`src/rtl/tick_sched_pkg.sv`:
```
// rtl/tick_sched_pkg.sv - shared types and defaults for the tick event scheduler
package tick_sched_pkg;

  typedef enum logic [0:0] {
    IDLE    = 1'b0,
    PRESENT = 1'b1
  } state_e;

  localparam int DEF_NUM_CH = 4;
  localparam int DEF_PER_W  = 10;

endpackage

```
`src/rtl/rr_arbiter.sv`:
```
// rtl/rr_arbiter.sv - combinational round-robin pick, searching upward from last+1 with wrap
module rr_arbiter #(
  parameter int N = 4,
  parameter int W = $clog2(N)
) (
  input  logic [N-1:0] req,
  input  logic [W-1:0] last,
  output logic [W-1:0] gnt_idx,
  output logic         any
);

  int idx;

  always_comb begin
    gnt_idx = '0;
    any     = 1'b0;
    idx     = 0;
    for (int k = 1; k <= N; k++) begin
      idx = (int'(last) + k) % N;
      if (!any && req[W'(idx)]) begin
        any     = 1'b1;
        gnt_idx = W'(idx);
      end
    end
  end

endmodule

```
`src/rtl/tick_event_scheduler.sv`:
```
// rtl/tick_event_scheduler.sv - per-channel periodic tick counters feeding one
// round-robin valid/ready event port
module tick_event_scheduler
  import tick_sched_pkg::*;
#(
  parameter int NUM_CH = DEF_NUM_CH,
  parameter int PER_W  = DEF_PER_W,
  parameter int CH_W   = 2
) (
  input  logic              refclk,
  input  logic              reset,
  input  logic              tick,
  input  logic              cfg_we,
  input  logic [CH_W-1:0]   cfg_ch,
  input  logic              cfg_en,
  input  logic [PER_W-1:0]  cfg_period,
  output logic              evt_valid,
  output logic [CH_W-1:0]   evt_ch,
  input  logic              evt_ready,
  output logic [NUM_CH-1:0] pending,
  output logic [NUM_CH-1:0] overrun
);

  state_e            state_q, state_d;
  logic              valid_q, valid_d;
  logic [CH_W-1:0]   ch_q, ch_d;
  logic [CH_W-1:0]   last_q, last_d;
  logic [CH_W-1:0]   arb_idx;
  logic              arb_any;
  logic              accept;

  assign accept    = (state_q == PRESENT) && evt_ready;
  assign evt_valid = valid_q;
  assign evt_ch    = ch_q;

  for (genvar i = 0; i < NUM_CH; i++) begin : g_ch
    logic             en_q, en_d;
    logic [PER_W-1:0] period_q, period_d;
    logic [PER_W-1:0] cnt_q, cnt_d;
    logic             pend_q, pend_d;
    logic             ovr_q, ovr_d;
    logic             cfg_hit, run, expire, acc;

    always_comb begin
      cfg_hit  = cfg_we && (cfg_ch == CH_W'(i));
      run      = tick && en_q && (period_q != '0);
      expire   = run && (cnt_q == PER_W'(1));
      acc      = accept && (ch_q == CH_W'(i));
      en_d     = en_q;
      period_d = period_q;
      cnt_d    = cnt_q;
      pend_d   = pend_q;
      ovr_d    = ovr_q;
      // a config write overrides both expiry and the accept clear
      if (cfg_hit) begin
        en_d     = cfg_en;
        period_d = cfg_period;
        cnt_d    = cfg_period;
        pend_d   = 1'b0;
        ovr_d    = 1'b0;
      end else begin
        if (run) begin
          cnt_d = expire ? period_q : cnt_q - PER_W'(1);
        end
        if (expire) begin
          pend_d = 1'b1;
          if (pend_q && !acc) begin
            ovr_d = 1'b1;
          end
        end else if (acc) begin
          pend_d = 1'b0;
        end
      end
    end

    always_ff @(posedge refclk) begin
      if (reset) begin
        en_q     <= 1'b0;
        period_q <= '0;
        cnt_q    <= '0;
        pend_q   <= 1'b0;
        ovr_q    <= 1'b0;
      end else begin
        en_q     <= en_d;
        period_q <= period_d;
        cnt_q    <= cnt_d;
        pend_q   <= pend_d;
        ovr_q    <= ovr_d;
      end
    end

    assign pending[i] = pend_q;
    assign overrun[i] = ovr_q;
  end

  rr_arbiter #(
    .N (NUM_CH),
    .W (CH_W)
  ) u_arb (
    .req     (pending),
    .last    (last_q),
    .gnt_idx (arb_idx),
    .any     (arb_any)
  );

  always_comb begin
    state_d = state_q;
    valid_d = valid_q;
    ch_d    = ch_q;
    last_d  = last_q;
    case (state_q)
      IDLE: begin
        if (arb_any) begin
          ch_d    = arb_idx;
          valid_d = 1'b1;
          state_d = PRESENT;
        end
      end
      PRESENT: begin
        if (evt_ready) begin
          valid_d = 1'b0;
          last_d  = ch_q;
          state_d = IDLE;
        end
      end
      default: begin
        valid_d = 1'b0;
        state_d = IDLE;
      end
    endcase
  end

  always_ff @(posedge refclk) begin
    if (reset) begin
      state_q <= IDLE;
      valid_q <= 1'b0;
      ch_q    <= '0;
      last_q  <= CH_W'(NUM_CH - 1);
    end else begin
      state_q <= state_d;
      valid_q <= valid_d;
      ch_q    <= ch_d;
      last_q  <= last_d;
    end
  end

endmodule

```
`config.mk`:
```
export PLATFORM = sky130hd
export DESIGN_NAME = tick_event_scheduler
export DESIGN_NICKNAME = d
export VERILOG_FILES = /design/src/rtl/tick_sched_pkg.sv /design/src/rtl/rr_arbiter.sv /design/src/rtl/tick_event_scheduler.sv
export SDC_FILE = /design/constraint.sdc
export NUM_CORES = 1
export LEC_CHECK = 0
export BUFFER_PORTS_ARGS = -buffer_cell sky130_fd_sc_hd__buf_4
export CORE_MARGIN = 8
export CORE_UTILIZATION = 60
export CTS_CLUSTER_SIZE = 8
export DETAILED_ROUTE_END_ITERATION = 8
export PLACE_DENSITY_LB_ADDON = 0.12
export SLEW_MARGIN = 20
export SYNTH_ARGS = -nofsm -noshare
export SYNTH_HDL_FRONTEND = slang
export SYNTH_SLANG_ARGS = --single-unit
```
`constraint.sdc`:
```
create_clock -name refclk -period 2.56 [get_ports refclk]
set_input_delay 0.512 -clock refclk [delete_from_list [all_inputs] [get_ports refclk]]
set_output_delay 0.512 -clock refclk [all_outputs]
set_load 0.02 [all_outputs]
```
==> flow_metrics.env, run 1 <==
export IMPL_status="complete, no violations"
export IMPL_wl_per_cell_um=17.1
export IMPL_cap_violations=0
export IMPL_cts_resized=0
export IMPL_setup_viol_count_final=0
export IMPL_ys_seq_area_share_pct=38.0
export IMPL_die_w_um=109
export IMPL_detail_route_iter0_violations=259
export IMPL_cts_sinks=98
export IMPL_final_setup_skew_ps=9.75
export IMPL_finalCriticalPeriod_ps=1980
export IMPL_final_layout_size_suffix_gt1_share_pct=11.5
export IMPL_netlist_top_cell_by_area="dfxtp_1"
export IMPL_met2_usage_in_global_routing_pct=37.6
export IMPL_crit_required_ps=2830
export IMPL_finalCritPeriodShare_pct=77.4
export IMPL_clock_tree_from_tritoncts="yes"
export IMPL_ys_top_cells_by_area="dfxtp_1, nand2_1, a21oi_1"
export IMPL_viasPerCell=6.11
export IMPL_multiInputGateArea_mm2=0.00295
export IMPL_dp_cells=747
export IMPL_clkLatencyLatePin_ps=360
export IMPL_setup_cp_type="reg -> reg"
export IMPL_grt_util_met3_pct=2.96
export IMPL_final_util_pct=65.6
export IMPL_grt_max_degree=47
export IMPL_final_max_slew_violation_count=0
export IMPL_maxSlewHeadroom_pct=45.7
export IMPL_synth_ff_latch_count=98
export IMPL_final_net_count=676
export IMPL_grt_ovfl_total=0
export IMPL_setup_tns_final_ps=0
export IMPL_global_route_peak_usage_layer="met2"
export IMPL_htree_levels=3
export IMPL_gp_routability_congestion=0.855
export IMPL_num_antenna_cells=0
export IMPL_fp_coreArea_mm2=0.00851
export IMPL_finalWorstSetupSlack_ps=580
export IMPL_io_pins=29
export IMPL_drc=0
export IMPL_hold_fix_buffers_cts=0
export IMPL_dpl_instance_area_mm2=0.00537
export IMPL_drt_pass1_iterations=7
export IMPL_met1_usage_pct=29.5
export IMPL_count_of_synthesis_stage_warnings_from_yosys=0
export IMPL_synth_async_sr_flop_share_pct=0
export IMPL_fmax_mhz=505
export IMPL_yosys_most_used_dff="dfxtp_1"
export IMPL_drt_wl_total_um=13000
export IMPL_critPathMaxFanout=9
export IMPL_dieArea_mm2=0.0118
export IMPL_layout_area_seq_mm2=0.00196
export IMPL_cts_post_setup_buffers_inserted=0
export IMPL_area_delta_synth_final_pct=8.10
export IMPL_io_buffers=28
export IMPL_powerDensity_mw_per_mm2=575
export IMPL_max_slew_worst_pin_slew_ps=810
export IMPL_die_height_um=109
export IMPL_synth_top_cell_area_share_pct=38.0
export IMPL_first_global_vias=4469
export IMPL_avgSynthCellArea_um2=8.04
export IMPL_worst_ir_drop_on_vdd_uv=313
export IMPL_power_mw=3.21
export IMPL_clk_path_buf_depth=2
export IMPL_netlist_instances=642
export IMPL_clk_pin_slew_ps=100
export IMPL_vias=4659
export IMPL_core_rowCount=34
export IMPL_crit_path_start_kind="flop"
export IMPL_number_of_enable_flip_flop_cells_after_synthesis=0
export IMPL_mappedNetlistArea_mm2=0.00516
export IMPL_holdCritPathClass="in -> reg"
export IMPL_dp_final_hpwl_um=9110
export IMPL_final_design_area_no_fill_mm2=0.00558
export IMPL_yosys_cell_types_count=65
export IMPL_endpoint_kind="flop"
export IMPL_root_buffer="clkbuf_8"
export IMPL_fillerInstances=743
export IMPL_hold_worst_slack_ps=429
export IMPL_starting_utilization_of_the_core_area_pct=60.6
export IMPL_grt_first_pass_wirelength_um=21600
export IMPL_dp_worst_setup_slack_ps=569
export IMPL_report_final_hold_viol_count=0
export IMPL_worstPathArrival_ps=2250
export IMPL_grt_util_all_layers_pct=22.8
export IMPL_unrepaired_setup_endpoints_after_global_routing="no"
export IMPL_initial_antenna_violation_count=0
export IMPL_static_leakage_power_nw=2.10
export IMPL_syn_num_nets=668
export IMPL_instances_no_fill=763
export IMPL_route_antenna_remaining_nets=0
export IMPL_cts_made_buffers=9
state kept, by name, indices dropped and copies added, names as in the netlist:
name and count:
g_ch.pend_q 4, evt_ch 2, g_ch.ovr_q 4, state_q 1, evt_valid 1, g_ch.en_q 4
g_ch.cnt_q 40, g_ch.period_q 40, last_q 2
synthesized netlist by cell type, drive strengths merged (14+ instances only):
library cell,n
nor2,69
a21oi,58
buf,19
clkbuf,20
a31oi,18
nand3,14
dfxtp,98
nand2,132
nor4,14
a21boi,18
worst max-delay path: stages, from the launching register on:
cell	delay (ps)
dfxtp_1	360
nor4_1	530
a31oi_1	410
nor2_2	340
a21boi_0	130
o32ai_1	130
logic make-up (layout without fill, tap and decap cells):
group,after synthesis,after routing,synth area share [%]
buffers and inverters,52,65,4.75
AND/OR/NAND/NOR,279,279,27.2
multiplexers,6,6,1.21
AO/OA/AOI/OAI,175,175,22.8
XOR/XNOR,24,24,4.07
adder cells (fa/ha/maj),8,8,1.94
flip-flops,98,98,38.0
placed cells by master, fill, tap and decap left out, types with 3 or more instances in the layout:
cell	Yosys	layout
nand2b_1	3	3
mux2i_1	4	4
a311oi_1	4	4
a21boi_0	16	16
nand4b_1	5	5
ha_1	8	8
and3_1	3	3
o211ai_1	9	9
a211oi_1	6	6
o21ai_1	5	5
o22ai_1	6	6
clkbuf_8	0	9
buf_4	10	36
xor2_1	12	12
clkinv_4	0	3
o21ai_0	8	8
nand3b_1	3	3
nor4_1	8	8
nand3_1	14	14
nor3_4	4	4
nor3_1	9	9
a31oi_1	17	17
o21a_1	4	4
o32ai_1	7	7
and4b_1	4	4
nand4_1	7	7
dfxtp_1	98	98
a21oi_1	58	58
a211o_1	12	12
nor4_4	4	4
nand2_1	132	132
inv_1	13	13
xnor2_1	12	12
nor2_1	67	67
final timing paths:
kind	startpoint	to	slack [ps]	cells past startpoint
hold / removal	cfg_en	g_ch[3].en_q$_SDFFE_PP0P_	430	3
hold reg to reg	g_ch[3].en_q$_SDFFE_PP0P_	g_ch[3].en_q$_SDFFE_PP0P_	460	2
setup / recovery	g_ch[2].period_q[0]$_SDFFE_PP0P_	g_ch[2].cnt_q[5]$_SDFFE_PP0P_	580	5
setup reg to reg	g_ch[2].period_q[0]$_SDFFE_PP0P_	g_ch[2].cnt_q[5]$_SDFFE_PP0P_	580	5
where the power goes:
| part | switching (mW) | leakage, nW | total, mW | internal [mW] |
|---|---|---|---|---|
| combinational | 0.294 | 1.20 | 0.508 | 0.214 |
| sequential | 0.0625 | 0.796 | 1.64 | 1.58 |
| clock | 0.587 | 0.106 | 1.06 | 0.471 |
| total | 0.943 | 2.10 | 3.21 | 2.26 |
layer usage:
metal  up-vias  part of all wire, %
li1       2307                    -
met1      2192                   44
met2       133                   49
met3        27                  5.0
met4         0                  2.4
met5         -                    0
layout make-up:
cell class / count / share of cell area (%)
clock buffers: 9 / 2.22
clock inverters: 7 / 1.53
inverters: 13 / 0.875
multi-input cells: 492 / 52.9
flip-flops and latches: 98 / 35.2
well taps: 108 / 2.42
repair buffers: 36 / 4.85
No activity file was read; power rests on OpenSTA's default activity.
==> run 2, diff against run 1 <==
==> constraint.sdc (replaced) <==
create_clock -name refclk -period 2 [get_ports refclk]
set_input_delay 0.4 -clock refclk [delete_from_list [all_inputs] [get_ports refclk]]
set_output_delay 0.4 -clock refclk [all_outputs]
set_load 0.02 [all_outputs]
==> run 2 against run 1 <==
Effect of this change:
- worst setup slack worse by 410 ps
- total power up 27%
- cell area grew 1.7%
- utilization up 1.1 points
- sequential cell count is the same
- die area unchanged
- sequential share of layout area is 0.57 points lower
- maximum frequency is 8.2% higher
- first-iteration DRC count is 11% higher
- combinational power grew 32%
- register-to-register slack got worse by 410 ps
- largest power group unchanged
- via count up 1.4%
==> flow_metrics.env, run 2 (same netlist as run 1, synthesis figures left out) <==
export IMPL_fmax_mhz=546
export IMPL_hold_worst_slack_ps=285
export IMPL_final_max_slew_violation_count=0
export IMPL_combPwrFrac_pct=16.4
export IMPL_grt_max_degree=47
export IMPL_drc=0
export IMPL_viasPerCell=6.10
export IMPL_power_switching_fraction_pct=29.1
export IMPL_hold_depth=2
export IMPL_final_setup_skew_ps=11.2
export IMPL_instances_no_fill=774
export IMPL_die_w_um=109
export IMPL_maxSlewHeadroom_pct=62.9
export IMPL_route_antenna_remaining_nets=0
export IMPL_die_height_um=109
export IMPL_setup_cp_type="reg -> reg"
export IMPL_max_slew_worst_pin_slew_ps=551
export IMPL_final_net_count=687
export IMPL_dieArea_mm2=0.0118
export IMPL_hold_start="reset"
export IMPL_grt_ovfl_total=0
export IMPL_layout_cells_most_common="nand2_1"
export IMPL_layout_area_seq_mm2=0.00196
export IMPL_multiInputGateArea_mm2=0.00297
export IMPL_wl_per_cell_um=16.9
export IMPL_dp_cells=758
export IMPL_root_buffer="clkbuf_8"
export IMPL_drt_wl_total_um=13100
export IMPL_io_buffers=28
export IMPL_worst_ir_drop_on_vdd_uv=452
export IMPL_gp_routability_congestion=0.862
export IMPL_dp_final_hpwl_um=9260
export IMPL_cts_post_setup_buffers_inserted=0
export IMPL_final_layout_size_suffix_gt1_share_pct=13.1
export IMPL_grt_first_pass_wirelength_um=21700
export IMPL_clk_path_buf_depth=2
export IMPL_vias=4722
export IMPL_endpoint_kind="flop"
export IMPL_static_leakage_power_nw=2.13
export IMPL_cap_violations=0
export IMPL_worstPathArrival_ps=2140
export IMPL_critPathMaxFanout=9
export IMPL_r2r_setup_slack_ps=170
export IMPL_clk_pin_slew_ps=100
export IMPL_holdCritPathClass="in -> reg"
export IMPL_power_report_internal_total_mw=2.89
export IMPL_initial_antenna_violation_count=0
export IMPL_unrepaired_setup_endpoints_after_global_routing="no"
export IMPL_io_pins=29
export IMPL_crit_path_start_kind="flop"
export IMPL_final_design_area_no_fill_mm2=0.00567
export IMPL_fp_coreArea_mm2=0.00851
export IMPL_registers_with_the_most_flip_flops="g_ch.cnt_q x40, g_ch.period_q x40"
export IMPL_grt_util_all_layers_pct=22.8
export IMPL_clkLatencyLatePin_ps=370
export IMPL_min_delay_worst_endpoint="g_ch[3].period_q[9]$_SDFFE_PP0P_"
export IMPL_cts_sinks=98
export IMPL_p_sw_mw=1.19
export IMPL_report_final_hold_viol_count=0
export IMPL_finalCritPeriodShare_pct=91.6
export IMPL_drt_pass1_iterations=5
export IMPL_regToRegStartpoint="g_ch[2].period_q[6]$_SDFFE_PP0P_"
export IMPL_clock_tree_from_tritoncts="yes"
export IMPL_crit_reg2reg_capture="g_ch[2].cnt_q[3]$_SDFFE_PP0P_"
export IMPL_core_rowCount=34
export IMPL_powerDensity_mw_per_mm2=719
export IMPL_first_global_vias=4559
export IMPL_starting_utilization_of_the_core_area_pct=60.6
export IMPL_fraction_of_power_consumed_by_sequential_logic_pct=51.4
export IMPL_area_delta_synth_final_pct=9.89
export IMPL_finalCriticalPeriod_ps=1830
export IMPL_htree_levels=3
export IMPL_dpl_instance_area_mm2=0.00546
export IMPL_ff2ff_path_depth=5
export IMPL_crit_required_ps=2310
export IMPL_cts_made_buffers=9
export IMPL_detail_route_iter0_violations=288
export IMPL_num_antenna_cells=0
export IMPL_setup_tns_final_ps=0
export IMPL_final_cell_mix="nand2_1, dfxtp_1, nor2_1"
export IMPL_status="complete, no violations"
export IMPL_setup_viol_count_final=0
export IMPL_clock_power_share_pct=32.2
export IMPL_fillerInstances=747
[run 2: critical path, cell delays in order (launching register included)]
cell and delay [ps]:
dfxtp_1 340, nor4_1 480, a31oi_2 320, nor2_2 330
a21boi_0 160, o22ai_1 140
[run 2: routing by layer]
layer	up-vias	routed length [µm]	global-route usage [%]
li1	2329	-	-
met1	2240	5690	27.6
met2	130	6400	39.1
met3	23	685	5.20
met4	0	278	7.33
met5	-	0	0
[run 2: layout make-up]
| class | count | share of cell area [%] |
|---|---|---|
| Multi-Input combinational cell | 492 | 52.3 |
| Clock buffer | 10 | 2.25 |
| Sequential cell | 98 | 34.6 |
| Clock inverter | 6 | 1.17 |
| Tap cell | 108 | 2.38 |
| Timing Repair Buffer | 47 | 6.44 |
| Inverter | 13 | 0.861 |
[run 2: stage by stage]
stage / setup slack, ps / power, mW / util, %
after detailed placement: 125 / 2.80 / 64.2
after CTS: 114 / 4.08 / 66.5
after floorplan: 465 / 2.61 / -
after global placement: 240 / 2.78 / 64.2
final: 169 / 4.08 / 66.6
after global routing: 11.2 / 4.25 / 66.6
[run 2: what timing repair did]
item / in CTS / in global routing
endpoints found under the setup margin: 0 / 13
endpoints found under the hold margin: 0 / 0
resized for setup: 0 / 2
hold buffers: 0 / 0
[run 2: how the worst max path moves through the flow]
| stage | start | end | depth (start not counted) |
|---|---|---|---|
| global placement | tick | g_ch[2].cnt_q[3]$_SDFFE_PP0P_ | 6 |
| global route | g_ch[2].period_q[6]$_SDFFE_PP0P_ | g_ch[2].cnt_q[8]$_SDFFE_PP0P_ | 5 |
| CTS | g_ch[2].period_q[0]$_SDFFE_PP0P_ | g_ch[2].cnt_q[3]$_SDFFE_PP0P_ | 6 |
| finish | g_ch[2].period_q[6]$_SDFFE_PP0P_ | g_ch[2].cnt_q[3]$_SDFFE_PP0P_ | 5 |
| detailed placement | tick | g_ch[2].cnt_q[3]$_SDFFE_PP0P_ | 6 |
| floorplan | g_ch[3].cnt_q[0]$_SDFFE_PP0P_ | g_ch[3].cnt_q[4]$_SDFFE_PP0P_ | 7 |
[run 2: power by group through the flow]
| stage | combinational (mW) | sequential (mW) | clock [mW] |
|---|---|---|---|
| after global routing | 0.745 | 2.11 | 1.40 |
| after global placement | 0.643 | 2.14 | 0 |
| after CTS | 0.662 | 2.10 | 1.32 |
| final | 0.669 | 2.10 | 1.31 |
| after detailed placement | 0.662 | 2.14 | 0 |
| after floorplan | 0.490 | 2.12 | 0 |
